**src/rtl/branch_target_pipe.sv**
```systemverilog
// Two-stage branch target generator: extend/shift the offset and pre-add PC_INC in S1,
// then form the target in S2, with a valid/ready handshake on both sides.
module branch_target_pipe #(
    parameter int OFFSET_WIDTH = 8,
    parameter int DATA_WIDTH   = 32,
    parameter int PC_INC       = 4
) (
    input  logic                    CLK,
    input  logic                    RESET,
    input  logic                    IN_VALID,
    output logic                    IN_READY,
    input  logic [OFFSET_WIDTH-1:0] OFFSET,
    input  logic [DATA_WIDTH-1:0]   PC,
    input  logic                    MODE,
    input  logic [1:0]              SHAMT,
    output logic                    OUT_VALID,
    input  logic                    OUT_READY,
    output logic [DATA_WIDTH-1:0]   OUT_IMM,
    output logic [DATA_WIDTH-1:0]   OUT_TARGET
);

    localparam int                    EXT_BITS = DATA_WIDTH - OFFSET_WIDTH;
    localparam logic [DATA_WIDTH-1:0] C_PC_INC = DATA_WIDTH'(PC_INC);

    logic                  w_fill;
    logic [DATA_WIDTH-1:0] w_ext;
    logic [DATA_WIDTH-1:0] w_imm;
    logic [DATA_WIDTH-1:0] w_pcinc;
    logic                  w_s2_free;
    logic                  w_s2_load;
    logic                  w_in_xfer;

    logic                  r_v1;
    logic [DATA_WIDTH-1:0] r_imm1;
    logic [DATA_WIDTH-1:0] r_pcinc1;
    logic                  r_out_valid;
    logic [DATA_WIDTH-1:0] r_out_imm;
    logic [DATA_WIDTH-1:0] r_out_target;

    always_comb begin
        w_fill  = ~MODE & OFFSET[OFFSET_WIDTH-1];
        w_ext   = {{EXT_BITS{w_fill}}, OFFSET};
        w_imm   = w_ext << SHAMT;
        w_pcinc = PC + C_PC_INC;
    end

    // S2 is free when empty or draining this cycle; S1 may refill whenever it empties.
    always_comb begin
        w_s2_free = ~r_out_valid | OUT_READY;
        w_s2_load = r_v1 & w_s2_free;
        IN_READY  = ~RESET & (~r_v1 | w_s2_free);
        w_in_xfer = IN_VALID & IN_READY;
    end

    always_ff @(posedge CLK) begin
        if (RESET) begin
            r_v1     <= 1'b0;
            r_imm1   <= '0;
            r_pcinc1 <= '0;
        end else if (w_in_xfer) begin
            r_v1     <= 1'b1;
            r_imm1   <= w_imm;
            r_pcinc1 <= w_pcinc;
        end else if (w_s2_load) begin
            r_v1     <= 1'b0;
        end
    end

    always_ff @(posedge CLK) begin
        if (RESET) begin
            r_out_valid  <= 1'b0;
            r_out_imm    <= '0;
            r_out_target <= '0;
        end else if (w_s2_load) begin
            r_out_valid  <= 1'b1;
            r_out_imm    <= r_imm1;
            r_out_target <= r_pcinc1 + r_imm1;
        end else if (OUT_READY) begin
            r_out_valid  <= 1'b0;
        end
    end

    assign OUT_VALID  = r_out_valid;
    assign OUT_IMM    = r_out_imm;
    assign OUT_TARGET = r_out_target;

endmodule

```
**config.mk**
```make
export PLATFORM = sky130hd
export DESIGN_NAME = branch_target_pipe
export DESIGN_NICKNAME = d
export VERILOG_FILES = /design/src/rtl/branch_target_pipe.sv
export SDC_FILE = /design/constraint.sdc
export NUM_CORES = 1
export LEC_CHECK = 0
export ABC_CLOCK_PERIOD_IN_PS = 3000
export BUFFER_PORTS_ARGS = -buffer_cell sky130_fd_sc_hd__buf_2
export CAP_MARGIN = 20
export CORE_UTILIZATION = 56
export CTS_CLUSTER_DIAMETER = 100
export DETAILED_ROUTE_END_ITERATION = 7
export HOLD_SLACK_MARGIN = 0.05
export MAX_ROUTING_LAYER = met4
export PLACE_DENSITY = 0.86
export SETUP_SLACK_MARGIN = 0.5
export SLEW_MARGIN = 20
export SYNTH_ARGS = -nofsm -noshare
export SYNTH_HDL_FRONTEND = slang
export SYNTH_SLANG_ARGS = --single-unit
```
**constraint.sdc**
```tcl
create_clock -name CLK -period 3 [get_ports CLK]
set_input_delay 0.15 -clock CLK [delete_from_list [all_inputs] [get_ports CLK]]
set_output_delay 0.15 -clock CLK [all_outputs]
set_load 0.01 [all_outputs]
```
==> results.py, run 1 <==
metrics = {
    "outcome": {
        "status": "completed",
    },
    "critical_path": {
        "crit_required_ns": 3.27,
        "crit_type": "flip-flop to flip-flop",
        "critical-path-slowest-cell": "dfxtp_4",
        "crit_top_cell": "a21o_1",
        "crit_buf_inv": 1,
        "cpLargestDelayFamily": "compound AO/OA/AOI/OAI gates",
        "timing.rr.start": "r_imm1[30]",
        "critPathCaptureType": "flip-flop",
        "worstPathCellList": "buf_8 > ha_2 > a21o_1 > o21bai_1 > a21o_1 > a21o_1 > a31oi_2 > a21oi_1 > xor2_1 > a22o_1",
        "cp_max_fo": 8,
        "crit_path_start": "r_imm1[30]",
        "arrival_ns": 2.81,
        "cpPeakStageDelay_ns": 0.45,
        "critPathLaunchType": "flip-flop",
    },
    "sta": {
        "finalClockSkew_ns": 0.00941,
        "min_period_over_period_pct": 84.4,
        "fin_crit_ns": 2.53,
        "fin_tns_setup_ns": 0,
        "slew_headroom_pct": 31.7,
        "slew_violations": 0,
        "fmax_mhz": 395,
        "setup_violations": 0,
        "hold_slack_ns": 0.0674,
        "worst_pin_slew_ns": 1.02,
        "rsz0062_at_grt": "true",
        "final_hold_viol_count": 0,
        "setup_slack_ns": 0.467,
    },
    "yosys": {
        "syn_nets": 801,
        "synth_top_family_by_area": "simple AND/OR/NAND/NOR gates",
        "netlist_instances": 721,
        "synthMuxAreaShare_pct": 1.61,
        "synth_area_per_cell_um2": 7.97,
        "synth.distinct_cells": 62,
        "synth-compound-area-share_pct": 21.8,
        "synthSimpleGateAreaFrac_pct": 23.6,
        "yosys_warnings": 0,
        "synth_fa_ha_area_share_pct": 7.32,
        "synth-edff-count": 0,
        "ys_ff_latch": 90,
        "synth_xor_area_share_pct": 8.08,
        "synthArstFlopShare_pct": 0,
        "ys_seq_area_share_pct": 31.4,
        "syn_area_um2": 5740,
        "synth_flop_cell": "dfxtp_1",
    },
    "routing": {
        "drtAntennaViolNets": 0,
        "vias_per_cell": 5.81,
        "drc": 0,
        "drt_iter0_drc": 331,
        "vias": 5469,
        "finalWirelength_mm": 14.5,
        "drt_pass1_iterations": 5,
        "wl_per_cell_um": 15.4,
    },
    "clock_tree": {
        "cts.htree.levels": 3,
        "clk_pin_slew_ns": 0.09,
        "clockBufferDepth": 2,
        "cts.sinks": 90,
        "clk_latency_ns": 0.38,
        "cts_buffers": 9,
        "cts_tree": "built",
        "clockRootBuffer": "clkbuf_8",
    },
    "power": {
        "p_sw_share_pct": 30.4,
        "vdd_drop_max_v": 0.000225,
        "p_leak_nw": 2.91,
        "design_power_total_mw": 2.69,
        "seq_power_share_pct": 48.7,
        "p_int_mw": 1.87,
        "p_sw_mw": 0.816,
        "p_comb_share_pct": 20.2,
        "p_per_area_nw_per_um2": 395,
        "clock_power_share_pct": 31.1,
    },
    "global_routing": {
        "grt_pass1_wl_mm": 22.1,
        "globalRouteTotalUtil_pct": 27.3,
        "grt_max_degree": 95,
        "grt_pass1_vias": 4754,
        "antenna_found_initial": 0,
        "gr-total-overflow": 0,
    },
    "finish": {
        "final_nets": 883,
        "fill_cells": 787,
        "syn_to_final_growth_pct": 18.4,
        "final_util_pct": 68.9,
        "multi_input_area_um2": 3820,
        "antennaDiodeCount": 0,
        "ff_latch_area_um2": 1810,
        "drive_above_1_share_pct": 24.9,
    },
    "place": {
        "place_ws_ns": 0.311,
        "place.gp.congestion": 0.901,
        "dp_hpwl_mm": 10.2,
        "io_buffers": 112,
    },
    "min_path": {
        "hold_start": "PC[12]",
        "hp-class": "primary input to flip-flop",
    },
    "floorplanning": {
        "io_pins": 113,
        "row_count": 36,
        "die-area_um2": 10700,
        "core_um2": 9860,
        "dieHeight_um": 103,
        "die_w_um": 103,
        "initial_core_util_pct": 58.2,
    },
    "flow_run": {
        "cap_violations": 0,
    },
}
-- worst register-to-register path, stage by stage (launching register included) --
cell and delay, ns:
dfxtp_4 0.45, buf_8 0.18, ha_2 0.34, a21o_1 0.20, o21bai_1 0.18, a21o_1 0.18
a21o_1 0.20, a31oi_2 0.24, a21oi_1 0.12, xor2_1 0.15, a22o_1 0.19
-- layout by cell type, fill, tap and decap left out, drive strengths merged, types with 23 or more instances in the layout --
master  count
buf       131
nand2     109
dfxtp      90
a21oi      70
nor2       46
o21ai      45
nand3b     34
ha         32
xor2       30
nand3      29
xnor2      23
-- cells by family (layout without fill, tap and decap cells) --
logic type / after synthesis / in the layout
multiplexers: 8 / 8
AND/OR/NAND/NOR: 274 / 274
XOR/XNOR: 53 / 53
adder cells (fa/ha/maj): 33 / 33
buffers and inverters: 75 / 162
flip-flops: 90 / 90
AO/OA/AOI/OAI: 188 / 188
-- worst paths after layout --
path | end | slack (ns) | depth (start not counted)
worst max-delay path | OUT_TARGET[29] | 0.47 | 10
worst min-delay path | r_pcinc1[12] | 0.07 | 3
worst max register to register | OUT_TARGET[29] | 0.47 | 10
worst min register to register | OUT_TARGET[19] | 0.45 | 2
-- synth_stat cells, types with 2 or more instances --
| master | instances | area share [%] |
|---|---|---|
| mux2i_1 | 7 | 1.2 |
| o21ai_1 | 7 | 0.61 |
| xnor2_1 | 23 | 3.5 |
| nand2_1 | 109 | 7.1 |
| a221oi_1 | 2 | 0.31 |
| clkbuf_1 | 40 | 2.6 |
| and4_1 | 4 | 0.61 |
| nand3b_1 | 34 | 4.4 |
| o22ai_1 | 3 | 0.33 |
| or4_1 | 2 | 0.26 |
| nand3_1 | 29 | 2.5 |
| buf_1 | 2 | 0.13 |
| nor3b_1 | 3 | 0.39 |
| nor2b_1 | 5 | 0.54 |
| a21oi_4 | 3 | 0.85 |
| a41oi_1 | 2 | 0.31 |
| o21a_1 | 2 | 0.26 |
| a21oi_1 | 66 | 5.8 |
| dfxtp_1 | 90 | 31 |
| a22o_1 | 2 | 0.31 |
| and3_1 | 6 | 0.65 |
| o211ai_1 | 3 | 0.39 |
| ha_1 | 32 | 7.0 |
| nand4_1 | 11 | 1.2 |
| buf_4 | 20 | 2.6 |
| a21o_1 | 19 | 2.5 |
| and2_1 | 4 | 0.44 |
| o21bai_1 | 4 | 0.52 |
| nor3_1 | 11 | 0.96 |
| or3_1 | 2 | 0.22 |
| nand2b_1 | 4 | 0.44 |
| o21ai_0 | 35 | 3.1 |
| nor2_1 | 46 | 3.0 |
| buf_2 | 3 | 0.26 |
| a211oi_1 | 13 | 1.7 |
| o21ai_2 | 3 | 0.46 |
| xor2_1 | 30 | 4.6 |
| a21boi_0 | 2 | 0.26 |
| a21boi_2 | 2 | 0.39 |
| a31oi_1 | 5 | 0.54 |
| inv_1 | 10 | 0.65 |
-- sequential cells by signal, summed over array words and instances, names as in the netlist --
register / flops
OUT_IMM: 12
r_pcinc1: 32
r_imm1: 12
OUT_TARGET: 32
r_v1: 1
OUT_VALID: 1
-- routing by layer --
metal  GRT usage [%]  part of all wire (%)
met1            36.7                    46
met2            41.8                    45
met4            10.6                   2.0
met5               -                     0
met3            3.63                   6.9
-- power groups by stage --
stage | registers [mW] | clock network, mW | logic (mW)
2_1_floorplan | 1.33 | 0 | 0.329
3_3_place_gp | 1.33 | 0 | 0.472
3_5_place_dp | 1.33 | 0 | 0.485
4_1_cts | 1.30 | 0.849 | 0.500
5_1_grt | 1.32 | 0.898 | 0.597
6_report | 1.31 | 0.837 | 0.542
-- layout make-up --
class / count / share of cell area (%)
Tap cell: 133 / 2.45
Sequential cell: 90 / 26.6
Inverter: 10 / 0.552
Multi-Input combinational cell: 556 / 56.2
Clock inverter: 7 / 1.14
Timing Repair Buffer: 136 / 11.3
Clock buffer: 9 / 1.82
-- what timing repair did --
| item | 4_1_cts | 5_1_grt |
|---|---|---|
| setup endpoints to repair | 9 | 14 |
| cloned | 0 | 0 |
| hold endpoints to repair | 5 | 0 |
| gates resized for setup | 9 | 42 |
| hold buffers | 5 | 0 |
| buffers inserted | 6 | 5 |
| pin swaps | 10 | 15 |
-- per-stage QoR --
stage | cell area [um2] | std cells
3_5_place_dp | 6220 | 909
5_1_grt | 6800 | 941
4_1_cts | 6540 | 936
2_1_floorplan | 5750 | 721
3_3_place_gp | 6220 | 909
6_report | 6800 | 941
Power figures use the tool's default switching activity.
==> run 2: changes to the inputs <==
--- a/config.mk
+++ b/config.mk
@@ -5,15 +5,16 @@
 export SDC_FILE = /design/constraint.sdc
 export NUM_CORES = 1
 export LEC_CHECK = 0
-export ABC_CLOCK_PERIOD_IN_PS = 3000
+export ABC_AREA = 1
+export ABC_CLOCK_PERIOD_IN_PS = 2300
 export BUFFER_PORTS_ARGS = -buffer_cell sky130_fd_sc_hd__buf_2
 export CAP_MARGIN = 20
-export CORE_UTILIZATION = 56
+export CORE_UTILIZATION = 52
 export CTS_CLUSTER_DIAMETER = 100
 export DETAILED_ROUTE_END_ITERATION = 7
 export HOLD_SLACK_MARGIN = 0.05
 export MAX_ROUTING_LAYER = met4
-export PLACE_DENSITY = 0.86
+export PLACE_DENSITY = 0.83
 export SETUP_SLACK_MARGIN = 0.5
 export SLEW_MARGIN = 20
 export SYNTH_ARGS = -nofsm -noshare
==> constraint.sdc (replaced) <==
create_clock -name CLK -period 2.3 [get_ports CLK]
set_input_delay 0.115 -clock CLK [delete_from_list [all_inputs] [get_ports CLK]]
set_output_delay 0.115 -clock CLK [all_outputs]
set_load 0.01 [all_outputs]
==> run 2 against run 1 <==
Against the previous run:
- the run now ends with DRC left
- via count is 39% higher
- clock skew is 0.0021 ns higher
- routed wire length is 51% higher
- die area is 24% higher
- final area is 25% higher
- count of clock-buffer cells in the layout stayed put
- hold slack worse by 0.012 ns
- synthesized cell count is 54% higher
==> results.py, run 2 <==
metrics = {
    "yosys": {
        "synthMuxAreaShare_pct": 0.605,
        "ys_ff_latch": 90,
        "yosysTopAreaCellShare_pct": 27.2,
        "ys_seq_area_share_pct": 27.2,
        "synth_area_per_cell_um2": 5.96,
        "yosys_warnings": 0,
        "yosys-top-cells-count": "nand2_1, inv_1, nor2_1",
        "yosysTopAreaCell": "dfxtp_1",
        "syn_area_um2": 6620,
        "synth_flop_cell": "dfxtp_1",
        "netlist_instances": 1110,
        "yosysMostFrequentCell": "nand2_1",
        "synthSimpleGateAreaFrac_pct": 38.3,
        "synth-compound-area-share_pct": 8.40,
        "syn_nets": 1190,
        "synth.distinct_cells": 41,
        "synth_top_family_by_area": "simple AND/OR/NAND/NOR gates",
        "synthArstFlopShare_pct": 0,
        "synth-edff-count": 0,
        "synth_fa_ha_area_share_pct": 6.36,
        "ys_top_cells_by_area": "dfxtp_1, nand2_1, inv_1",
        "synth_xor_area_share_pct": 4.37,
    },
    "routing": {
        "top_layer": "met4",
        "wl_per_cell_um": 15.8,
        "drt_iter0_drc": 923,
        "vias": 7589,
        "drc": 9,
        "drtAntennaViolNets": 0,
        "wl_met2_mm": 9.76,
        "drt_pass1_iterations": 8,
        "route.met3.wl_mm": 2.36,
        "finalWirelength_mm": 21.8,
        "met1_length_mm": 8.55,
        "vias_per_cell": 5.49,
    },
    "sta": {
        "slew_violations": 0,
        "fin_tns_setup_ns": 0,
        "setup_violations": 0,
        "worst_pin_slew_ns": 0.552,
        "final_hold_viol_count": 0,
        "hold_slack_ns": 0.0557,
        "fin_crit_ns": 2.11,
        "min_period_over_period_pct": 91.7,
        "fmax_mhz": 474,
        "slew_headroom_pct": 63.2,
        "finalClockSkew_ns": 0.0115,
        "rsz0062_at_grt": "true",
    },
    "critical_path": {
        "cpLargestDelayFamily": "simple AND/OR/NAND/NOR gates",
        "crit_type": "flip-flop to flip-flop",
        "worstPathCellList": "ha_2 > nand2_1 > nor2_1 > nand2_1 > nand2_1 > nand2_1 > nand2_1 > nand2_1 > nand3_1 > nand3_1 > nand2_1 > inv_1",
        "cp_max_fo": 4,
        "critPathLaunchType": "flip-flop",
        "critical-path-slowest-cell": "ha_2",
        "crit_required_ns": 2.55,
        "cpPeakStageDelay_ns": 0.42,
        "critPathCaptureType": "flip-flop",
        "crit_path_start": "r_pcinc1[5]",
        "timing.rr.start": "r_pcinc1[5]",
        "crit_top_cell": "nand2_1",
        "crit_buf_inv": 1,
        "arrival_ns": 2.36,
    },
    "clock_tree": {
        "clockBufferDepth": 2,
        "clk_pin_slew_ns": 0.07,
        "cts_buffers": 9,
        "clockRootBuffer": "clkbuf_16",
        "cts.htree.levels": 3,
        "cts_tree": "built",
        "clk_latency_ns": 0.35,
        "cts.sinks": 90,
    },
    "power": {
        "p_sw_mw": 1.54,
        "p_per_area_nw_per_um2": 553,
        "vdd_drop_max_v": 0.000397,
        "seq_power_share_pct": 38.3,
        "p_leak_nw": 4.50,
        "p_int_mw": 3.14,
        "p_sw_share_pct": 32.9,
        "p_comb_share_pct": 27.1,
        "clock_power_share_pct": 34.6,
    },
    "flow_run": {
        "cap_violations": 0,
    },
    "global_routing": {
        "grt_pass1_vias": 6419,
        "grt_pass1_wl_mm": 29.1,
        "antenna_found_initial": 0,
        "grt_max_degree": 59,
        "gr-total-overflow": 0,
        "globalRouteTotalUtil_pct": 28.6,
    },
    "place": {
        "dp_hpwl_mm": 12.6,
        "io_buffers": 112,
        "place.gp.congestion": 0.954,
    },
    "finish": {
        "syn_to_final_growth_pct": 28.1,
        "layout_commonest_cell": "nand2_1",
        "drive_above_1_share_pct": 27.1,
        "multi_input_area_um2": 4580,
        "ff_latch_area_um2": 1820,
        "antennaDiodeCount": 0,
        "mostFrequentLayoutCells": "nand2_1, inv_1, nor2_1",
        "final_nets": 1290,
        "fill_cells": 981,
    },
    "floorplanning": {
        "die_w_um": 115,
        "io_pins": 113,
        "dieHeight_um": 115,
        "initial_core_util_pct": 54.2,
        "die-area_um2": 13200,
        "row_count": 40,
        "core_um2": 12200,
    },
    "outcome": {
        "status": "finished with violations",
        "violations": "DRC",
    },
    "min_path": {
        "hp-class": "primary input to flip-flop",
        "hold_start": "PC[11]",
    },
}
## run 2: cell count changes after synthesis, moves of 12 or more
cell	delta
a21o_1	-18
a21oi_1	-31
clkbuf_1	-21
inv_1	+168
nand2_1	+217
nand3_1	+50
nand3b_1	-31
nor2_1	+106
o21ai_0	+12
xnor2_1	-12
## run 2: kinds of logic after synthesis
| group | count (synthesis) |
|---|---|
| AND/OR/NAND/NOR | 607 |
| buffers and inverters | 237 |
| AO/OA/AOI/OAI | 106 |
| flip-flops | 90 |
| XOR/XNOR | 33 |
| adder cells (fa/ha/maj) | 33 |
| multiplexers | 4 |
## run 2: layout make-up
type                       count  area share (%)
timing repair buffer         140            9.88
inverter                     186            8.27
multi-input combinational    783            54.1
sequential                    90            21.4
tap                          168            2.48
clock inverter                 7            1.17
clock buffer                   9            2.66
## run 2: path summary, 6_finish.rpt
check,to,slack [ns],cells past startpoint
setup / recovery,OUT_TARGET[24],0.19,12
hold / removal,r_pcinc1[11],0.06,3
setup reg to reg,OUT_TARGET[24],0.19,12
hold reg to reg,r_pcinc1[22],0.47,2
## run 2: power by group through the flow
stage          Clock, mW  Combinational, mW  Sequential [mW]
3_3_place_gp           0              0.907             1.80
4_1_cts             1.62               1.05             1.77
6_report            1.62               1.27             1.80
3_5_place_dp           0              0.925             1.80
5_1_grt             1.68               1.38             1.80
2_1_floorplan          0              0.640             1.81
## run 2: worst min-delay path, delay by kind of cell
family / cells / cell delay [ns]
compound gates: 1 / 0.09
buf+inv: 1 / 0.12
simple gates: 1 / 0.05
## run 2: what timing repair did
action / CTS / global route
hold buffers: 4 / 0
endpoints found under the hold margin: 4 / 0
setup buffers: 8 / 6
cloned: 0 / 1
pin swaps: 13 / 40
gates resized for setup: 77 / 118
setup endpoints to repair: 22 / 43
## run 2: metrics by stage
stage	cell area, um2	total power [mW]	cells	utilization, %	setup WS, ns
after floorplan	6620	2.45	1110	-	0.529
after global placement	7180	2.70	1348	58.8	0.283
after detailed placement	7180	2.73	1348	58.8	0.237
after CTS	7980	4.45	1376	65.4	0.468
after global routing	8470	4.87	1383	69.4	0.169
final	8470	4.68	1383	69.4	0.191
## run 2: per-layer routing
layer / global-route usage, % / vias up
met5: - / -
met4: 12.2 / 0
met3: 3.48 / 133
met2: 45.7 / 554
met1: 36.6 / 3302
li1: - / 3600
